`src/rtl/dram_arb_pkg.sv`:
```
// +--------------------------------------------------------------------+
// | dram_arb_pkg : shared op codes and FSM states for the DRAM arbiter |
// | Rev 1.0                                                            |
// +--------------------------------------------------------------------+
`default_nettype none

package dram_arb_pkg;

  typedef enum logic [1:0] {
    OP_NONE    = 2'b00,
    OP_CPU     = 2'b01,
    OP_DMA     = 2'b10,
    OP_REFRESH = 2'b11
  } dram_op_t;

  typedef enum logic [1:0] {
    IDLE    = 2'd0,
    BUSY    = 2'd1,
    RECOVER = 2'd2
  } arb_state_t;

endpackage

`default_nettype wire

```
`src/rtl/dram_refresh_timer.sv`:
```
// +--------------------------------------------------------------------+
// | dram_refresh_timer : refresh interval timer and pending backlog    |
// | Rev 1.0                                                            |
// +--------------------------------------------------------------------+
`default_nettype none

module dram_refresh_timer #(
  parameter int REFRESH_INTERVAL = 512,
  parameter int MAX_PENDING      = 4,
  parameter int URGENT_LEVEL     = 2
) (
  input  logic       clock,
  input  logic       nReset,
  input  logic       refTaken,
  output logic [2:0] refPending,
  output logic       refUrgent,
  output logic       refOverrun
);

  localparam int            TW   = $clog2(REFRESH_INTERVAL);
  localparam logic [TW-1:0] TERM = TW'(REFRESH_INTERVAL - 1);
  localparam logic [2:0]    MAXP = 3'(MAX_PENDING);
  localparam logic [2:0]    URG  = 3'(URGENT_LEVEL);

  logic [TW-1:0] timer_q, timer_d;
  logic [2:0]    pending_q, pending_d;
  logic          overrun_q, overrun_d;
  logic          tick;

  always_comb begin
    tick      = (timer_q == TERM);
    timer_d   = tick ? '0 : timer_q + TW'(1);
    pending_d = pending_q;
    overrun_d = overrun_q;
    // A tick and a refresh start in the same clock cancel out.
    if (tick && !refTaken) begin
      if (pending_q == MAXP) overrun_d = 1'b1;
      else                   pending_d = pending_q + 3'd1;
    end else if (refTaken && !tick) begin
      pending_d = pending_q - 3'd1;
    end
  end

  always_ff @(posedge clock or negedge nReset) begin
    if (!nReset) begin
      timer_q   <= '0;
      pending_q <= '0;
      overrun_q <= 1'b0;
    end else begin
      timer_q   <= timer_d;
      pending_q <= pending_d;
      overrun_q <= overrun_d;
    end
  end

  assign refPending = pending_q;
  assign refUrgent  = (pending_q >= URG);
  assign refOverrun = overrun_q;

endmodule

`default_nettype wire

```
`src/rtl/dram_arbiter.sv`:
```
// +--------------------------------------------------------------------+
// | dram_arbiter : shares the DRAM sequencer among CPU, DMA, refresh   |
// | Rev 1.0                                                            |
// +--------------------------------------------------------------------+
`default_nettype none

module dram_arbiter
  import dram_arb_pkg::*;
#(
  parameter int REFRESH_INTERVAL = 512,
  parameter int MAX_PENDING      = 4,
  parameter int URGENT_LEVEL     = 2,
  parameter int DMA_STARVE_LIMIT = 4,
  parameter int RECOVER_CYCLES   = 1
) (
  input  logic       clock,
  input  logic       nReset,
  input  logic       cpuReq,
  input  logic       dmaReq,
  input  logic       seqDone,
  output logic       seqStart,
  output dram_op_t   seqOp,
  output logic       cpuGnt,
  output logic       dmaGnt,
  output logic [2:0] refPending,
  output logic       refOverrun
);

  localparam int            SW       = $clog2(DMA_STARVE_LIMIT + 1);
  localparam logic [SW-1:0] STARVE_MAX = SW'(DMA_STARVE_LIMIT);
  localparam int            RW       = (RECOVER_CYCLES < 2) ? 1 : $clog2(RECOVER_CYCLES);
  localparam logic [RW-1:0] REC_LAST = RW'((RECOVER_CYCLES == 0) ? 0 : RECOVER_CYCLES - 1);

  arb_state_t    state_q, state_d;
  dram_op_t      op_q, op_d, winner;
  logic          start_q, start_d;
  logic          cpu_gnt_q, cpu_gnt_d;
  logic          dma_gnt_q, dma_gnt_d;
  logic [SW-1:0] starve_q, starve_d;
  logic [RW-1:0] rec_q, rec_d;
  logic          ref_taken;
  logic          ref_urgent;

  dram_refresh_timer #(
    .REFRESH_INTERVAL (REFRESH_INTERVAL),
    .MAX_PENDING      (MAX_PENDING),
    .URGENT_LEVEL     (URGENT_LEVEL)
  ) u_refresh (
    .clock      (clock),
    .nReset     (nReset),
    .refTaken   (ref_taken),
    .refPending (refPending),
    .refUrgent  (ref_urgent),
    .refOverrun (refOverrun)
  );

  always_comb begin
    if (ref_urgent)                           winner = OP_REFRESH;
    else if (dmaReq && starve_q >= STARVE_MAX) winner = OP_DMA;
    else if (cpuReq)                          winner = OP_CPU;
    else if (dmaReq)                          winner = OP_DMA;
    else if (refPending != 3'd0)              winner = OP_REFRESH;
    else                                      winner = OP_NONE;
  end

  always_comb begin
    state_d   = state_q;
    op_d      = op_q;
    start_d   = 1'b0;
    cpu_gnt_d = cpu_gnt_q;
    dma_gnt_d = dma_gnt_q;
    rec_d     = rec_q;
    ref_taken = 1'b0;
    case (state_q)
      IDLE: begin
        if (winner != OP_NONE) begin
          start_d   = 1'b1;
          op_d      = winner;
          cpu_gnt_d = (winner == OP_CPU);
          dma_gnt_d = (winner == OP_DMA);
          ref_taken = (winner == OP_REFRESH);
          state_d   = BUSY;
        end
      end
      BUSY: begin
        if (seqDone) begin
          op_d      = OP_NONE;
          cpu_gnt_d = 1'b0;
          dma_gnt_d = 1'b0;
          rec_d     = '0;
          state_d   = (RECOVER_CYCLES == 0) ? IDLE : RECOVER;
        end
      end
      RECOVER: begin
        if (rec_q == REC_LAST) state_d = IDLE;
        else                   rec_d   = rec_q + RW'(1);
      end
      default: begin
        state_d   = IDLE;
        op_d      = OP_NONE;
        cpu_gnt_d = 1'b0;
        dma_gnt_d = 1'b0;
      end
    endcase

    // Starvation only accumulates while DMA is actually waiting.
    starve_d = starve_q;
    if (!dmaReq) begin
      starve_d = '0;
    end else if (state_q == IDLE && winner == OP_DMA) begin
      starve_d = '0;
    end else if (state_q == IDLE && winner == OP_CPU && starve_q != STARVE_MAX) begin
      starve_d = starve_q + SW'(1);
    end
  end

  always_ff @(posedge clock or negedge nReset) begin
    if (!nReset) begin
      state_q   <= IDLE;
      op_q      <= OP_NONE;
      start_q   <= 1'b0;
      cpu_gnt_q <= 1'b0;
      dma_gnt_q <= 1'b0;
      starve_q  <= '0;
      rec_q     <= '0;
    end else begin
      state_q   <= state_d;
      op_q      <= op_d;
      start_q   <= start_d;
      cpu_gnt_q <= cpu_gnt_d;
      dma_gnt_q <= dma_gnt_d;
      starve_q  <= starve_d;
      rec_q     <= rec_d;
    end
  end

  assign seqStart = start_q;
  assign seqOp    = op_q;
  assign cpuGnt   = cpu_gnt_q;
  assign dmaGnt   = dma_gnt_q;

endmodule

`default_nettype wire

```
`config.mk`:
```
export PLATFORM = sky130hd
export DESIGN_NAME = dram_arbiter
export DESIGN_NICKNAME = d
export VERILOG_FILES = /design/src/rtl/dram_arb_pkg.sv /design/src/rtl/dram_refresh_timer.sv /design/src/rtl/dram_arbiter.sv
export SDC_FILE = /design/constraint.sdc
export NUM_CORES = 1
export LEC_CHECK = 0
export CAP_MARGIN = 0
export CORE_ASPECT_RATIO = 1.5
export CORE_MARGIN = 10
export CORE_UTILIZATION = 45
export CTS_CLUSTER_SIZE = 25
export DETAILED_ROUTE_END_ITERATION = 10
export GPL_ROUTABILITY_DRIVEN = 0
export HOLD_SLACK_MARGIN = 0.06
export PLACE_DENSITY = 0.67
export SLEW_MARGIN = 10
export SYNTH_ARGS = -nofsm -noshare
export SYNTH_HDL_FRONTEND = slang
export SYNTH_HIERARCHICAL = 1
export SYNTH_SLANG_ARGS = --single-unit
```
`constraint.sdc`:
```
create_clock -name clock -period 2.8 [get_ports clock]
set_clock_uncertainty 0.05 [all_clocks]
set_input_delay 0.28 -clock clock [delete_from_list [all_inputs] [get_ports clock]]
set_output_delay 0.28 -clock clock [all_outputs]
set_load 0.02 [all_outputs]
```
; ---- Word level (Yosys, flattened, before mapping)
; Cells that the tools add are included.
[totals]
mem_bits_ro = 0
n_memories = 0
regBits = 24
latch_bits = 0
ram_bits = 0
output_inout_bits = 9
inputBits = 5
[op_classes]
muxes = 30
n_bitwise = 1
reduce_logical = 18
shift = 0
eq_ne = 13
addsub = 5
n_div = 0
magnitude_cmp = 2
mul = 0
[op_table]
columns = operator, count
row1 = $mux W2, 10
row2 = $mux W3, 6
row3 = $pmux W2 S3, 2
row4 = $add A9 B1 Y9 const B, 1
row5 = $eq A9 B9 Y1 const B, 1
row6 = $mux W9, 1
row7 = $mux W1, 8
row8 = $ne A2 B2 Y1 const B, 4
row9 = $add A3 B1 Y3 const B, 2
row10 = $eq A2 B2 Y1 const B, 3
row11 = $logic_and A1 B1 Y1, 6
row12 = $pmux W1 S3, 2
row13 = $reduce_and A2 Y1, 3
row14 = $reduce_and A3 Y1, 2
row15 = $reduce_bool A2 Y1, 3
row16 = $eq A2 B1 Y1 const B, 2
row17 = $eq A3 B3 Y1 const B, 1
row18 = $ge A3 B2 Y1 const B, 1
row19 = $ge A3 B3 Y1 const B, 1
row20 = $ne A3 B1 Y1 const B, 1
row21 = $ne A3 B3 Y1 const B, 1
row22 = $reduce_bool A3 Y1, 1
row23 = $sub A3 B1 Y3 const B, 1
row24 = $logic_not A1 Y1, 2
row25 = other kinds (4), 4

; ---- Longest topological paths before layout
[logic_depth]
ltp_word = 13
mapped_depth = 10

; ---- Hierarchy
; The synthesis kept the hierarchy.
[modules_own_cells]
columns = module, area_per_inst_um2, cells_each, seq_area_each_um2, n_inst
row1 = dram_refresh_timer, 700.7, 70, 325.3, 1
row2 = dram_arbiter, 554.3, 59, 250.2, 1

; ---- Worst setup path before layout
; OpenSTA, ideal clock, no wires.
[synth_timing]
path_type = register -> register
start = register u_refresh.pending_q[1], in the netlist u_refresh/refPending[1]
end = register u_refresh.pending_q[2], in the netlist u_refresh/refPending[2]
slack_ps = 379
t_required_ps = 2646
path_stages_with_launch = 11
arrival_time_ps = 2267
cell_sequence = dfrtp_1 -> or3_4 -> a21oi_1 -> nor3_1 -> buf_2 -> inv_1 -> nand2_1 -> fa_1 -> nand3b_1 -> o22ai_1 -> a221oi_1
[synth_via]
elab_chain_len = 13
elab_cells_between_ends = 23
cone_classes = add/sub: 2 / order compare: 1 / eq/ne: 3 / mux: 10 / reduce/logical: 7
[synth_lines]
columns = item, line
row1 = from (decl), dram_refresh_timer.sv:26  ; logic [2:0] pending_q, pending_d;
row2 = from (signal assigned), dram_refresh_timer.sv:51  ; pending_q <= pending_d;
row3 = $reduce_bool A3 Y1, dram_arbiter.sv:62  ; else if (refPending != 3'd0) winner = OP_REFRESH;
row4 = $mux W2, dram_arbiter.sv:62
row5 = $mux W2, dram_arbiter.sv:61  ; else if (dmaReq) winner = OP_DMA;
row6 = $mux W2, dram_arbiter.sv:60  ; else if (cpuReq) winner = OP_CPU;
row7 = $mux W2, dram_arbiter.sv:59  ; else if (dmaReq && starve_q >= STARVE_MAX) winner = OP_DMA;
row8 = $mux W2 *, dram_arbiter.sv:58  ; if (ref_urgent) winner = OP_REFRESH;
row9 = $eq A2 B2 Y1 / $reduce_bool A2 Y1 (equally long branches), "dram_arbiter.sv:81, dram_arbiter.sv:76"
row10 = $mux W1 *, dram_arbiter.sv:76  ; if (winner != OP_NONE) begin
row11 = $mux W1 *, dram_arbiter.sv:74  ; case (state_q)
row12 = net ref_taken, dram_arbiter.sv:41  ; logic ref_taken;
row13 = $logic_not A1 Y1, dram_refresh_timer.sv:36  ; if (tick && !refTaken) begin
row14 = $logic_and A1 B1 Y1, dram_refresh_timer.sv:36
row15 = $ne A2 B2 Y1 (no source line) / $reduce_bool A2 Y1 (equally long branches), n/a
row16 = $reduce_and A2 Y1 (no source line), n/a
; The timed path passes the listed nets; every way through them passes the cells marked *. The select of a mux whose other input is x is not followed.
; A chain may end at the register's enable or synchronous reset.

; ---- Worst setup path after layout
; Same ends and word-level chain as after synthesis.

==> results by group <==
STA
  • Final-report max-slew violation count: 0
  • Setup repair after global routing missed its margin: no
  • Highest clock frequency the design can meet: roughly 0.42 GHz
  • Relative max-transition margin: 69.44%
  • Final clock period utilization by the worst path: approximately 85%
  • Transition time at the pin with the least slew margin: ~0.45 ns
  • Total negative slack: 0 ns
  • Min cycle time layout: between 2 and 2.5 ns
  • Final setup viols: 0
  • Number of hold-slack violations in the final timing report: 0

Drt
  • Vias per inst: 5.541
  • DRC Markers: 0
  • Wirelength, routed: 2613 um
  • Average routed wire per standard cell: between 10 and 15 um
  • Vias: approximately 1,000
  • Remaining number of nets flagged by the antenna check after routing: 0
  • Violation count after the first detailed-routing iteration: 22
  • First drt pass iteration count: 4

Run status
  • Result of the run: finished, final reports clean

Setup path
  • Startpoint of the most critical register-to-register path: u_refresh/refPending[1]
  • Setup crit start: u_refresh/refPending[1]
  • Biggest fanout along the worst timing path: 9
  • Arrival time of data at the critical path endpoint: 2.49 ns
  • Delay contributed by the slowest stage of the critical path: approximately 0.48 ns
  • Req. time, crit path: about 2.9 ns
  • Bufs and invs on worst path: 1
  • Critical path endpoint category: register
  • Crit path kind: reg2reg
  • Levels on crit path: 9
  • Endpoint of the worst register-to-register path: u_refresh/refPending[2]
  • Crit path max-delay cell type: sky130_fd_sc_hd__dfrtp_1
  • Series of cell instances along the critical path: or3_4 > a21oi_1 > nor3_1 > inv_1 > nand2_1 > fa_1 > nand3b_1 > o22ai_1 > a221oi_1
  • Startpoint Class: register
  • Path depth of the worst reg2reg path: 9
  • Kind of cell adding the most delay to the critical path: simple AND/OR/NAND/NOR gates
  • Worst Setup EP: u_refresh/refPending[2]
  • R2R setup slack: approximately 0.42 ns

Synth
  • Share of cell area taken by muxes after synthesis: ~3.7%
  • Count of different cell masters after synthesis: 44
  • Main combinational cell family by area after synthesis: simple AND/OR/NAND/NOR gates
  • Largest cells by area after synthesis: sky130_fd_sc_hd__dfrtp_1 46%, sky130_fd_sc_hd__nor2_1 4.2%, sky130_fd_sc_hd__ha_1 4.0%, sky130_fd_sc_hd__o21ai_0 3.2%, sky130_fd_sc_hd__inv_1 2.7%
  • Number of enable-type register cells in the synthesized netlist: 0
  • Fraction of the yosys area taken by sequential cells: 45.86%
  • Synthesized-area fraction occupied by xor and xnor cells: under 10%
  • Avg Inst Size Synth: just under 10 um^2
  • Simple logic cell fraction of the synthesized area: about 23%
  • Post-Synthesis Cells: approximately 130
  • Synthesis warning total: 6
  • Post-synth top area share: ~46%
  • FF+latch count, synth: 23
  • Netlist Area Pre-Place: between 1000 and 1500 um^2
  • Proportion of synthesized flip-flops having asynchronous set or reset: 100.0%
  • Fraction of the mapped netlist area in adder cells: under 10%
  • Post-synthesis net count: between 100 and 150
  • Library cell with the largest summed area after synthesis: sky130_fd_sc_hd__dfrtp_1
  • Post-synthesis compound-gate area fraction: 14.06%
  • Ys flop type: sky130_fd_sc_hd__dfrtp_1

Placement
  • Half-perimeter wire length after detailed placement: a little under 2000 um
  • Post-Place Cell Area: between 1000 and 1500 um^2
  • Port buffer count: 13

Final layout
  • Leading cell type in the layout, fill and taps excluded: sky130_fd_sc_hd__dfrtp_1
  • Fill count: about 260
  • Most frequent cells in the layout: 23 x sky130_fd_sc_hd__dfrtp_1, 14 x sky130_fd_sc_hd__nor2_1, 13 x sky130_fd_sc_hd__clkdlybuf4s50_1
  • Fraction of layout cells with a size suffix above 1: approximately 9.7%
  • Multi-input combinational cell area: 623.1 um^2
  • Layout area overhead: 17.65%
  • Final Util: 55.17%
  • Antenna diode count: 0
  • Net count of the finished layout: about 160
  • Storage element area: ~580 um^2
  • Area of all placed cells without fillers: around 1500 um^2

Floorplan
  • Die width: roughly 63 um
  • Effective utilization at floorplan: 46.89%
  • Die ar.: between 5000 and 6000 um^2
  • Core outline area: around 2700 um^2
  • Overall die height: roughly 85 um
  • I/O pin total: 14
  • Total number of placement rows: 23

Clocking
  • Buffers inserted by post-CTS timing repair: 0
  • Clock tree root driver cell: sky130_fd_sc_hd__clkbuf_8
  • Worst-path clk slew: ~0.08 ns
  • TritonCTS buffer count: 3
  • Number of buffers added to fix hold violations after cts: 0
  • Source-to-sink clock delay at the later pin of the worst-skew pair: roughly 0.26 ns
  • H-tree lvl count: 1
  • TritonCTS clock tree: built
  • Num Clock Sinks: 23
  • Count of instances resized after the clock tree is built: 0
  • Max Root-Sink Buffers: 2

GRT
  • Maximum number of pins on one net before global-route repair: 24
  • GRT Util Overall: a little over 10%
  • Number of antenna violations at the first check in global routing: 0
  • Wire length of the first global-routing pass: approximately 4600 um
  • Gr ovfl total: 0
  • Vias in the first global route: roughly 1,000

Min path
  • Worst min-delay path category: in2async

Power
  • Max rail drop VDD: between 200 and 300 uV
  • Areal power density over the cells: around 540 nW/um^2
  • P_leak: between 0.6 and 0.7 nW

Job
  • Max capacitance violation total: 0
## state kept, by name (all words and copies together), names as in the netlist
| register | cells |
|---|---|
| starve_q | 3 |
| u_refresh/refPending | 3 |
| cpuGnt | 1 |
| state_q | 2 |
| dmaGnt | 1 |
| u_refresh/timer_q | 9 |
| seqOp | 2 |
| u_refresh/refOverrun | 1 |
| seqStart | 1 |
## cells by family after synthesis
logic type / count (synthesis)
and+or+nand+nor: 52
DFF: 23
muxes: 4
adders and majority gates: 5
AOI/OAI and AO/OA: 26
buffers and inverters: 14
xor gates and xnor gates: 5
## worst reg2reg max path, delay by kind of cell, from the launching register on
| family | cells | cell delay [ns] |
|---|---|---|
| AOI/OAI and AO/OA | 3 | 0.51 |
| adders and majority gates | 1 | 0.43 |
| DFF | 1 | 0.48 |
| buffers and inverters | 1 | 0.09 |
| and+or+nand+nor | 4 | 0.73 |
## cell type report
cell class                      count  share of cell area (%)
Sequential cell                    23                   38.98
Tap cell                           37                   3.136
Multi-Input combinational cell     92                   42.20
Timing Repair Buffer               16                   10.34
Inverter                            9                   2.288
Clock buffer                        4                   3.051
## worst min-delay path by stage
| stage | slack [ns] | endpoint | depth (start not counted) | from |
|---|---|---|---|---|
| finish | 0.32 | dmaGnt | 2 | nReset |
| global route | 0.33 | u_refresh/timer_q[2] | 2 | nReset |
| CTS | 0.33 | cpuGnt | 2 | nReset |
| detailed placement | 0.42 | u_refresh/timer_q[8] | 1 | u_refresh/timer_q[8] |
| global placement | 0.41 | u_refresh/timer_q[8] | 1 | u_refresh/timer_q[8] |
| floorplan | -0.07 | cpuGnt | 0 | nReset |
## metrics by stage
step / worst slack (ns) / hold slack, ns / cells / power [mW]
CTS: 0.4417 / 0.3289 / 181 / 0.8049
floorplan: 0.3793 / -0.06559 / 129 / 0.5127
global route: 0.2894 / 0.3342 / 181 / 0.8407
global placement: 0.4745 / 0.4136 / 177 / 0.5963
detailed placement: 0.4049 / 0.4212 / 177 / 0.6036
finish: 0.4223 / 0.3183 / 181 / 0.7943
## power breakdown
group	internal, mW	total (mW)	switching [mW]
Combinational	0.0915	0.186	0.0940
Clock	0.101	0.203	0.101
Sequential	0.365	0.406	0.0409
## per-layer routing
layer / GRT usage [%] / share of wire (%) / vias up
li1: - / - / 487
met1: 10.97 / 41 / 494
met2: 18.44 / 54 / 17
met3: 1.995 / 2.7 / 5
met4: 4.286 / 1.5 / 0
met5: 0 / 0 / -
## cell usage after synthesis, drive strengths merged, types with 2 or more instances
| cell type | number |
|---|---|
| nand2 | 6 |
| nor2 | 14 |
| dfrtp | 23 |
| nor2b | 4 |
| or3 | 3 |
| buf | 3 |
| nand2b | 2 |
| nand3 | 6 |
| nand3b | 2 |
| a211oi | 2 |
| clkbuf | 2 |
| xor2 | 3 |
| nor3 | 4 |
| mux2 | 2 |
| o21ai | 8 |
| o22ai | 2 |
| mux2i | 2 |
| a21oi | 3 |
| and3 | 4 |
| inv | 9 |
| ha | 4 |
| nand4 | 2 |
| xnor2 | 2 |
Power figures use the tool's default switching activity.
